## src/rtl/alu_pkg.sv

```systemverilog
// Shared definitions for the multicycle ALU.
// Contents:
//   OP_*         4-bit operation codes
//   alu_state_e  controller state encoding (IDLE / BUSY / DONE)
//   is_iter_op   1 for the op codes handled by the iterative mul/div engine
package alu_pkg;

  localparam logic [3:0] OP_ADD   = 4'b0000;
  localparam logic [3:0] OP_SUB   = 4'b0001;
  localparam logic [3:0] OP_LUI   = 4'b0010;  // pass B through
  localparam logic [3:0] OP_OR    = 4'b0011;
  localparam logic [3:0] OP_SLL   = 4'b0100;
  localparam logic [3:0] OP_SRL   = 4'b0101;
  localparam logic [3:0] OP_SRA   = 4'b0110;
  localparam logic [3:0] OP_AND   = 4'b0111;
  localparam logic [3:0] OP_XOR   = 4'b1000;
  localparam logic [3:0] OP_SLT   = 4'b1001;
  localparam logic [3:0] OP_SLTU  = 4'b1010;
  localparam logic [3:0] OP_MUL   = 4'b1011;  // low half of product
  localparam logic [3:0] OP_MULHU = 4'b1100;  // high half, unsigned
  localparam logic [3:0] OP_DIVU  = 4'b1101;
  localparam logic [3:0] OP_REMU  = 4'b1110;
  localparam logic [3:0] OP_RSVD  = 4'b1111;  // result 0

  typedef enum logic [1:0] {
    ST_IDLE = 2'd0,
    ST_BUSY = 2'd1,
    ST_DONE = 2'd2
  } alu_state_e;

  function automatic logic is_iter_op(input logic [3:0] op);
    return (op == OP_MUL) || (op == OP_MULHU) || (op == OP_DIVU) || (op == OP_REMU);
  endfunction

endpackage

```

## src/rtl/multicycle_alu_if.sv

```systemverilog
// Request/response bundle of the multicycle ALU.
// Handshake: the ALU samples start_i, ALU_Operation_i, A_i and B_i on a rising
// clock edge only while ready_o=1; a start_i seen while ready_o=0 is ignored.
// done_o is a one-cycle pulse marking the cycle in which ALU_Result_o and
// Zero_o first show the result of the accepted operation; both then hold
// until the next done_o.
// Signals:
//   start_i, ALU_Operation_i[3:0], A_i, B_i  requester -> ALU
//   ready_o, done_o, ALU_Result_o, Zero_o    ALU -> requester
interface multicycle_alu_if #(
  parameter int WIDTH = 32
);
  logic             start_i;
  logic [3:0]       ALU_Operation_i;
  logic [WIDTH-1:0] A_i;
  logic [WIDTH-1:0] B_i;
  logic             ready_o;
  logic             done_o;
  logic [WIDTH-1:0] ALU_Result_o;
  logic             Zero_o;

  modport master (
    output start_i, ALU_Operation_i, A_i, B_i,
    input  ready_o, done_o, ALU_Result_o, Zero_o
  );

  modport slave (
    input  start_i, ALU_Operation_i, A_i, B_i,
    output ready_o, done_o, ALU_Result_o, Zero_o
  );
endinterface

```

## src/rtl/alu_muldiv_iter.sv

```systemverilog
// Iterative unsigned multiply / divide engine, one bit per clock.
// Ports:
//   clk, reset        clock, async active-high reset
//   start_i           load operands and op, counter := WIDTH
//   op_i              OP_MUL / OP_MULHU / OP_DIVU / OP_REMU
//   a_i, b_i          operands
//   result_o          result of the step taken in this cycle (valid with valid_o)
//   valid_o           high in the cycle of the final step; the caller registers
//                     result_o on that edge
// Multiply: {hi,lo} starts as {0,B}; each step adds A into hi when lo[0]=1 and
// shifts {carry,hi,lo} right. Divide (restoring): hi is the remainder, lo the
// dividend/quotient; each step shifts the next dividend bit into hi and
// subtracts B when it fits. B=0 then naturally yields quotient all ones and
// remainder A after the full WIDTH steps.
module alu_muldiv_iter import alu_pkg::*; #(
  parameter int WIDTH = 32
) (
  input  logic             clk,
  input  logic             reset,
  input  logic             start_i,
  input  logic [3:0]       op_i,
  input  logic [WIDTH-1:0] a_i,
  input  logic [WIDTH-1:0] b_i,
  output logic [WIDTH-1:0] result_o,
  output logic             valid_o
);

  localparam int CNT_W = $clog2(WIDTH + 1);

  logic             active_q, active_d;
  logic [CNT_W-1:0] cnt_q, cnt_d;
  logic [WIDTH-1:0] hi_q, hi_d;
  logic [WIDTH-1:0] lo_q, lo_d;
  logic [WIDTH-1:0] opnd_q, opnd_d;   // multiplicand (A) or divisor (B)
  logic             is_div_q, is_div_d;
  logic             sel_hi_q, sel_hi_d; // MULHU / REMU read the hi register

  logic [WIDTH:0]   mul_sum;
  logic [WIDTH:0]   div_shift;
  logic [WIDTH-1:0] div_rem;
  logic             div_ge;
  logic             load_div;

  always_comb begin
    active_d = active_q;
    cnt_d    = cnt_q;
    hi_d     = hi_q;
    lo_d     = lo_q;
    opnd_d   = opnd_q;
    is_div_d = is_div_q;
    sel_hi_d = sel_hi_q;

    load_div  = (op_i == OP_DIVU) || (op_i == OP_REMU);
    mul_sum   = {1'b0, hi_q} + (lo_q[0] ? {1'b0, opnd_q} : '0);
    div_shift = {hi_q, lo_q[WIDTH-1]};
    div_ge    = (div_shift >= {1'b0, opnd_q});
    // Only used when div_ge, where the true difference fits in WIDTH bits.
    div_rem   = div_shift[WIDTH-1:0] - opnd_q;

    if (start_i) begin
      active_d = 1'b1;
      cnt_d    = CNT_W'(WIDTH);
      hi_d     = '0;
      lo_d     = load_div ? a_i : b_i;
      opnd_d   = load_div ? b_i : a_i;
      is_div_d = load_div;
      sel_hi_d = (op_i == OP_MULHU) || (op_i == OP_REMU);
    end else if (active_q) begin
      cnt_d = cnt_q - CNT_W'(1);
      if (is_div_q) begin
        hi_d = div_ge ? div_rem : div_shift[WIDTH-1:0];
        lo_d = {lo_q[WIDTH-2:0], div_ge};
      end else begin
        hi_d = mul_sum[WIDTH:1];
        lo_d = {mul_sum[0], lo_q[WIDTH-1:1]};
      end
      if (cnt_q == CNT_W'(1)) begin
        active_d = 1'b0;
      end
    end
  end

  always_ff @(posedge clk or posedge reset) begin
    if (reset) begin
      active_q <= 1'b0;
      cnt_q    <= '0;
      hi_q     <= '0;
      lo_q     <= '0;
      opnd_q   <= '0;
      is_div_q <= 1'b0;
      sel_hi_q <= 1'b0;
    end else begin
      active_q <= active_d;
      cnt_q    <= cnt_d;
      hi_q     <= hi_d;
      lo_q     <= lo_d;
      opnd_q   <= opnd_d;
      is_div_q <= is_div_d;
      sel_hi_q <= sel_hi_d;
    end
  end

  // The last step's outcome is handed out combinationally so the controller
  // can register it on the same edge the counter reaches 0.
  assign valid_o  = active_q && (cnt_q == CNT_W'(1));
  assign result_o = sel_hi_q ? hi_d : lo_d;

endmodule

```

## src/rtl/multicycle_alu.sv

```systemverilog
// Multicycle ALU: single-cycle logic/arith ops plus iterative MUL/MULHU/DIVU/REMU.
// Ports:
//   clk, reset   clock, async active-high reset
//   bus          multicycle_alu_if.slave (start/op/operands in, ready/done/result/zero out)
//   dbg_state_o  current controller state
// Single-cycle ops register their result on the start edge and pulse done_o in
// the following cycle. Iterative ops take WIDTH steps in BUSY; the last step's
// result is registered on the edge that moves to DONE.
module multicycle_alu import alu_pkg::*; #(
  parameter int WIDTH   = 32,
  parameter int SHAMT_W = $clog2(WIDTH)
) (
  input  logic                    clk,
  input  logic                    reset,
  multicycle_alu_if.slave         bus,
  output alu_state_e              dbg_state_o
);

  alu_state_e       state_q, state_d;
  logic [WIDTH-1:0] result_q, result_d;
  logic             zero_q, zero_d;

  logic [WIDTH-1:0] comb_res;
  logic [SHAMT_W-1:0] shamt;
  logic             iter_start;
  logic [WIDTH-1:0] iter_res;
  logic             iter_valid;

  assign shamt = bus.B_i[SHAMT_W-1:0];

  // Single-cycle operations; iterative codes fall to default and are never
  // registered from here.
  always_comb begin
    comb_res = '0;
    case (bus.ALU_Operation_i)
      OP_ADD:  comb_res = bus.A_i + bus.B_i;
      OP_SUB:  comb_res = bus.A_i - bus.B_i;
      OP_LUI:  comb_res = bus.B_i;
      OP_OR:   comb_res = bus.A_i | bus.B_i;
      OP_SLL:  comb_res = bus.A_i << shamt;
      OP_SRL:  comb_res = bus.A_i >> shamt;
      OP_SRA:  comb_res = WIDTH'($signed(bus.A_i) >>> shamt);
      OP_AND:  comb_res = bus.A_i & bus.B_i;
      OP_XOR:  comb_res = bus.A_i ^ bus.B_i;
      OP_SLT:  comb_res = WIDTH'($signed(bus.A_i) < $signed(bus.B_i));
      OP_SLTU: comb_res = WIDTH'(bus.A_i < bus.B_i);
      default: comb_res = '0;
    endcase
  end

  alu_muldiv_iter #(.WIDTH(WIDTH)) u_muldiv (
    .clk      (clk),
    .reset    (reset),
    .start_i  (iter_start),
    .op_i     (bus.ALU_Operation_i),
    .a_i      (bus.A_i),
    .b_i      (bus.B_i),
    .result_o (iter_res),
    .valid_o  (iter_valid)
  );

  always_comb begin
    state_d    = state_q;
    result_d   = result_q;
    zero_d     = zero_q;
    iter_start = 1'b0;
    case (state_q)
      ST_IDLE: begin
        if (bus.start_i) begin
          if (is_iter_op(bus.ALU_Operation_i)) begin
            iter_start = 1'b1;
            state_d    = ST_BUSY;
          end else begin
            result_d = comb_res;
            zero_d   = (comb_res == '0);
            state_d  = ST_DONE;
          end
        end
      end
      ST_BUSY: begin
        if (iter_valid) begin
          result_d = iter_res;
          zero_d   = (iter_res == '0);
          state_d  = ST_DONE;
        end
      end
      ST_DONE: state_d = ST_IDLE;
      default: state_d = ST_IDLE;
    endcase
  end

  always_ff @(posedge clk or posedge reset) begin
    if (reset) begin
      state_q  <= ST_IDLE;
      result_q <= '0;
      zero_q   <= 1'b1;
    end else begin
      state_q  <= state_d;
      result_q <= result_d;
      zero_q   <= zero_d;
    end
  end

  assign bus.ready_o      = (state_q == ST_IDLE);
  assign bus.done_o       = (state_q == ST_DONE);
  assign bus.ALU_Result_o = result_q;
  assign bus.Zero_o       = zero_q;
  assign dbg_state_o      = state_q;

endmodule
```

## src/flat_wrapper.sv

```systemverilog
// flat-port wrapper written by rule: the top's interface ports become plain ports
module multicycle_alu_flat import alu_pkg::*;
#(
  parameter int WIDTH   = 32,
  parameter int SHAMT_W = $clog2(WIDTH)
)
  (clk, reset, dbg_state_o, bus_start_i, bus_ALU_Operation_i, bus_A_i, bus_B_i, bus_ready_o, bus_done_o, bus_ALU_Result_o, bus_Zero_o);
  multicycle_alu_if #(.WIDTH(WIDTH)) bus_i ();
  input  logic clk;
  input  logic reset;
  output alu_state_e dbg_state_o;
  input wire logic [$bits(bus_i.start_i)-1:0] bus_start_i;
  input wire logic [$bits(bus_i.ALU_Operation_i)-1:0] bus_ALU_Operation_i;
  input wire logic [$bits(bus_i.A_i)-1:0] bus_A_i;
  input wire logic [$bits(bus_i.B_i)-1:0] bus_B_i;
  output wire logic [$bits(bus_i.ready_o)-1:0] bus_ready_o;
  output wire logic [$bits(bus_i.done_o)-1:0] bus_done_o;
  output wire logic [$bits(bus_i.ALU_Result_o)-1:0] bus_ALU_Result_o;
  output wire logic [$bits(bus_i.Zero_o)-1:0] bus_Zero_o;
  assign bus_i.start_i = bus_start_i;
  assign bus_i.ALU_Operation_i = bus_ALU_Operation_i;
  assign bus_i.A_i = bus_A_i;
  assign bus_i.B_i = bus_B_i;
  assign bus_ready_o = bus_i.ready_o;
  assign bus_done_o = bus_i.done_o;
  assign bus_ALU_Result_o = bus_i.ALU_Result_o;
  assign bus_Zero_o = bus_i.Zero_o;
  multicycle_alu #(.WIDTH(WIDTH), .SHAMT_W(SHAMT_W)) u_core (.clk(clk), .reset(reset), .bus(bus_i), .dbg_state_o(dbg_state_o));
endmodule
```

## config.mk

```make
export PLATFORM = sky130hd
export DESIGN_NAME = multicycle_alu_flat
export DESIGN_NICKNAME = d
export VERILOG_FILES = /design/src/rtl/alu_pkg.sv /design/src/rtl/multicycle_alu_if.sv /design/src/rtl/alu_muldiv_iter.sv /design/src/rtl/multicycle_alu.sv /design/src/flat_wrapper.sv
export SDC_FILE = /design/constraint.sdc
export NUM_CORES = 1
export LEC_CHECK = 0
export ABC_CLOCK_PERIOD_IN_PS = 6400
export CELL_PAD_IN_SITES_DETAIL_PLACEMENT = 1
export CELL_PAD_IN_SITES_GLOBAL_PLACEMENT = 1
export CORE_ASPECT_RATIO = 0.75
export CORE_MARGIN = 3
export CORE_UTILIZATION = 47
export DETAILED_ROUTE_END_ITERATION = 10
export PLACE_DENSITY = 0.82
export SLEW_MARGIN = 10
export SYNTH_ARGS = -nofsm -noshare
export SYNTH_HDL_FRONTEND = slang
export SYNTH_SLANG_ARGS = --single-unit
export TNS_END_PERCENT = 30
```

## constraint.sdc

```tcl
create_clock -name clk -period 6.4 [get_ports clk]
set_clock_uncertainty 0.2 [all_clocks]
set_input_delay 1.92 -clock clk [delete_from_list [all_inputs] [get_ports clk]]
set_output_delay 1.92 -clock clk [all_outputs]
set_load 0.005 [all_outputs]
```

==> metrics.md <==
| Metric | Value |
|---|---|
| Status | `finished clean` |
| RSZ-0062 raised after global routing | `false` |
| Leak | `11.09 nW` |
| Core ar. | `46540 sq um` |
| Top Ports | `108` |
| Final Hold Viols | `0` |
| DR WL/cell | `32.22 um` |
| Max-slew violations | `0` |
| ANT nets after route | `0` |
| Overflow after GRT | `0` |
| Crit-path max FO | `22` |
| Clk_lat worst skew | `0.46 ns` |
| Sw frac | `57.47%` |
| Area grow syn2layout | `16.26%` |
| Fill cell count | `5761` |
| Most used DFF post-synth | `dfrtp_1` |
| CTS tree | `built` |
| Seq/Total Area, Yosys | `15.64%` |
| Final setup fails | `0` |
| Worst reg2reg path startpoint | `u_core.u_muldiv.opnd_q[16]` |
| Unique masters post-synth | `106` |
| Final Total Pwr | `12.10 mW` |
| Setup ws final | `0.1238 ns` |
| P_sw | `6.954 mW` |
| Setup crit end kind | `flop` |
| Worst path most repeated cell | `nor2_1` |
| Nets | `3387` |
| Comb pwr share | `74.8%` |
| First-pass GRT wire length | `177800 um` |
| Clock Sinks | `140` |
| Pre-CTS WS | `-0.1271 ns` |
| Yosys reg bits | `140` |
| Die Span Y | `195.1 um` |
| Slowest-stage cell, CP | `xor2_1` |
| HP Class | `reg -> reg` |
| Post-CTS Setup Inserts | `0` |
| Achievable frequency | `0.1593 GHz` |
| Post-route insts no fill | `3788` |
| Post-synth EDFFs | `0` |
| Worst min-delay path endpoint | `u_core.bus.ALU_Result_o[25]` |
| Final Util | `55.96%` |
| Final Cell Area | `26050 sq um` |
| Worst Max-Slew Pin Slew | `1.260 ns` |
| Mapped Cells | `2985` |
| P_int | `5.147 mW` |
| Layout cells sized above 1 | `14.55%` |
| Clock Power Share | `8.9%` |
| Clock Path Buffers | `2` |
| Crit Reg-Reg Endpoint | `u_core.bus.Zero_o` |
| Fin crit share | `98.06%` |
| H-tree lvl count | `4` |
| Cell Chain, Critical Path | `clkdlybuf4s50_1 -> xor2_1 -> nor2b_4 -> buf_12 -> mux2i_1 -> o21ai_0 -> nor2_1 -> nor2_1 -> nor3_1 -> o211ai_1 -> nor4_1 -> nand4b_1 -> or4_1 -> a31oi_1` |
| IO buf count | `107` |
| Hold_sp | `u_core.bus.ALU_Result_o[25]` |
| DR vias | `27588` |
| Initial DRC count | `4398` |
| Drt total wl | `122000 um` |
| Final Hold Slack | `0.3009 ns` |
| Die Width | `258.1 um` |
| Clock transition at path regs | `0.07 ns` |
| Max cap viols | `0` |
| Commonest non-fill, non-tap cell in the layout | `nand2_1` |
| Resized cells post-CTS | `0` |
| Max incr delay on CP | `0.67 ns` |
| Root buf cell | `clkbuf_16` |
| TritonCTS Buffers | `17` |
| Synthesized cell area | `22400 sq um` |
| Placed Instances | `3753` |
| Tmin final | `6.276 ns` |
| Max VDD drop | `524.1 uV` |
| DR DRC count | `0` |
| Most frequent cells in the layout | `323 x nand2_1, 269 x buf_4, 257 x o21ai_0` |
| Net Count, Synth | `3230` |
| R2R Setup Slk | `0.24 ns` |
| Flop pwr share | `16.3%` |
| CP startpoint kind | `primary input` |
| Via density | `7.283` |
| Largest net degree at the start of global routing | `87` |
| Detailed Place HPWL | `97020 um` |
| PD cells | `464.6 nW/um^2` |
| Hold path cells | `2` |
| Final RePlAce weighted congestion | `1.106` |
| Vias in the first global route | `26629` |
| Initial Utilization | `48.13%` |
| Max_slew headroom | `15.59%` |
| Initial antenna violation count | `5` |
| FFs w/ async S/R, synth | `100.0%` |
| FP Rows | `68` |
| Global-route usage over all layers | `46.74%` |
| Crit Path Class | `in -> reg` |
| Yosys warns | `0` |
| CTS Hold Bufs | `0` |
| Full die area | `50350 sq um` |
| Post-route setup TNS | `0 ns` |
| Critical Path RT | `6.58 ns` |
| DR pass1 iterations | `6` |
| Worst r2r path cells | `14` |
| Synthesized area per cell | `7.505 sq um` |
| Post-Place Cell Area | `25430 sq um` |
| CP arrival | `6.45 ns` |
[final cells by class]
cell class	instances	area [sq um]	area share, %
diodes	3	7.507	0.02882
clock buffers	18	439.2	1.686
clock inverters	14	171.4	0.6581
inverters	157	594.3	2.282
multi-input cells	2441	17260	66.26
flip-flops and latches	140	3512	13.48
well taps	630	788.3	3.027
repair buffers	385	3276	12.58
[sequential cells by signal, summed over array words and instances (netlist names)]
signal                    cells
u_core.bus.ALU_Result_o      32
u_core.u_muldiv.hi_q         32
u_core.bus.Zero_o             1
u_core.u_muldiv.is_div_q      1
u_core.u_muldiv.sel_hi_q      1
u_core.dbg_state_o            2
u_core.u_muldiv.lo_q         32
u_core.u_muldiv.cnt_q         6
u_core.u_muldiv.opnd_q       32
u_core.u_muldiv.active_q      1
[cell usage after synthesis, types with 10 or more instances]
cell type	instances	area share [%]
buf_1	28	0.47
a2111oi_0	14	0.55
and3_1	23	0.64
and2_1	53	1.5
mux4_2	56	5.6
a221oi_1	27	1.1
a221o_1	18	0.80
clkbuf_1	173	2.9
xnor2_1	31	1.2
mux2_2	37	1.9
dfrtp_1	139	16
buf_6	11	0.55
a22oi_1	24	0.80
nor3b_1	10	0.34
nand2_1	323	5.4
mux2i_1	150	6.7
o21a_1	16	0.54
ha_1	170	9.5
nand4_1	27	0.75
o221ai_1	21	0.82
nor4_1	32	0.89
nand2b_1	27	0.75
or3_1	21	0.59
o21ai_0	257	5.7
a211oi_1	42	1.4
o211ai_1	73	2.4
inv_1	151	2.5
xor2_1	29	1.1
a21oi_1	203	4.5
o21bai_1	13	0.44
nor3_1	62	1.4
buf_2	21	0.47
a211o_1	15	0.59
nor2b_1	39	1.1
a311oi_1	11	0.43
a21o_1	41	1.4
o31ai_1	12	0.40
o22ai_1	27	0.75
o2111ai_1	15	0.59
nand3_1	59	1.3
o211a_1	12	0.54
a31oi_1	45	1.3
nor2_1	236	4.0
[worst max-delay path by stage]
stage | startpoint | to | slack [ns] | cells past startpoint
after global routing | bus_A_i[6] | u_core.bus.Zero_o | 0.007 | 16
after global placement | bus_A_i[1] | u_core.bus.Zero_o | -0.02 | 17
after detailed placement | bus_A_i[0] | u_core.bus.Zero_o | -0.13 | 14
final | bus_ALU_Operation_i[0] | u_core.bus.Zero_o | 0.12 | 14
after floorplan | bus_B_i[1] | u_core.bus.Zero_o | 0.01 | 18
after CTS | bus_A_i[0] | u_core.bus.Zero_o | 0.33 | 14
[metal layers]
| layer | up-vias | GRT usage, % | part of all wire (%) |
|---|---|---|---|
| met1 | 13700 | 65.94 | 41 |
| met3 | 343 | 18.86 | 15 |
| met2 | 2089 | 64.66 | 39 |
| li1 | 11454 | - | - |
| met4 | 2 | 14.48 | 4.0 |
| met5 | - | 0 | 0.014 |
[critical path: cells and delay by family]
family / cells / cell delay [ns]
xor+xnor: 1 / 0.67
buf+inv: 2 / 0.78
simple gates: 7 / 2.03
compound gates: 3 / 0.71
mux: 1 / 0.32
[logic make-up after synthesis]
| family | after synthesis | share of synthesized area, % |
|---|---|---|
| xor gates and xnor gates | 60 | 2.346 |
| muxes | 243 | 14.19 |
| AOI/OAI and AO/OA | 1000 | 29.86 |
| and+or+nand+nor | 964 | 20.54 |
| DFF | 140 | 15.64 |
| adders and majority gates | 174 | 9.853 |
| buffers and inverters | 404 | 7.562 |
[power groups by stage]
stage | clock (mW) | combinational (mW) | sequential [mW]
finish | 1.07 | 9.05 | 1.97
global route | 1.10 | 9.56 | 1.99
CTS | 1.07 | 8.63 | 1.93
detailed placement | 0 | 8.47 | 1.93
global placement | 0 | 8.08 | 1.89
floorplan | 0 | 5.64 | 1.65
No activity file was read; power rests on OpenSTA's default activity.
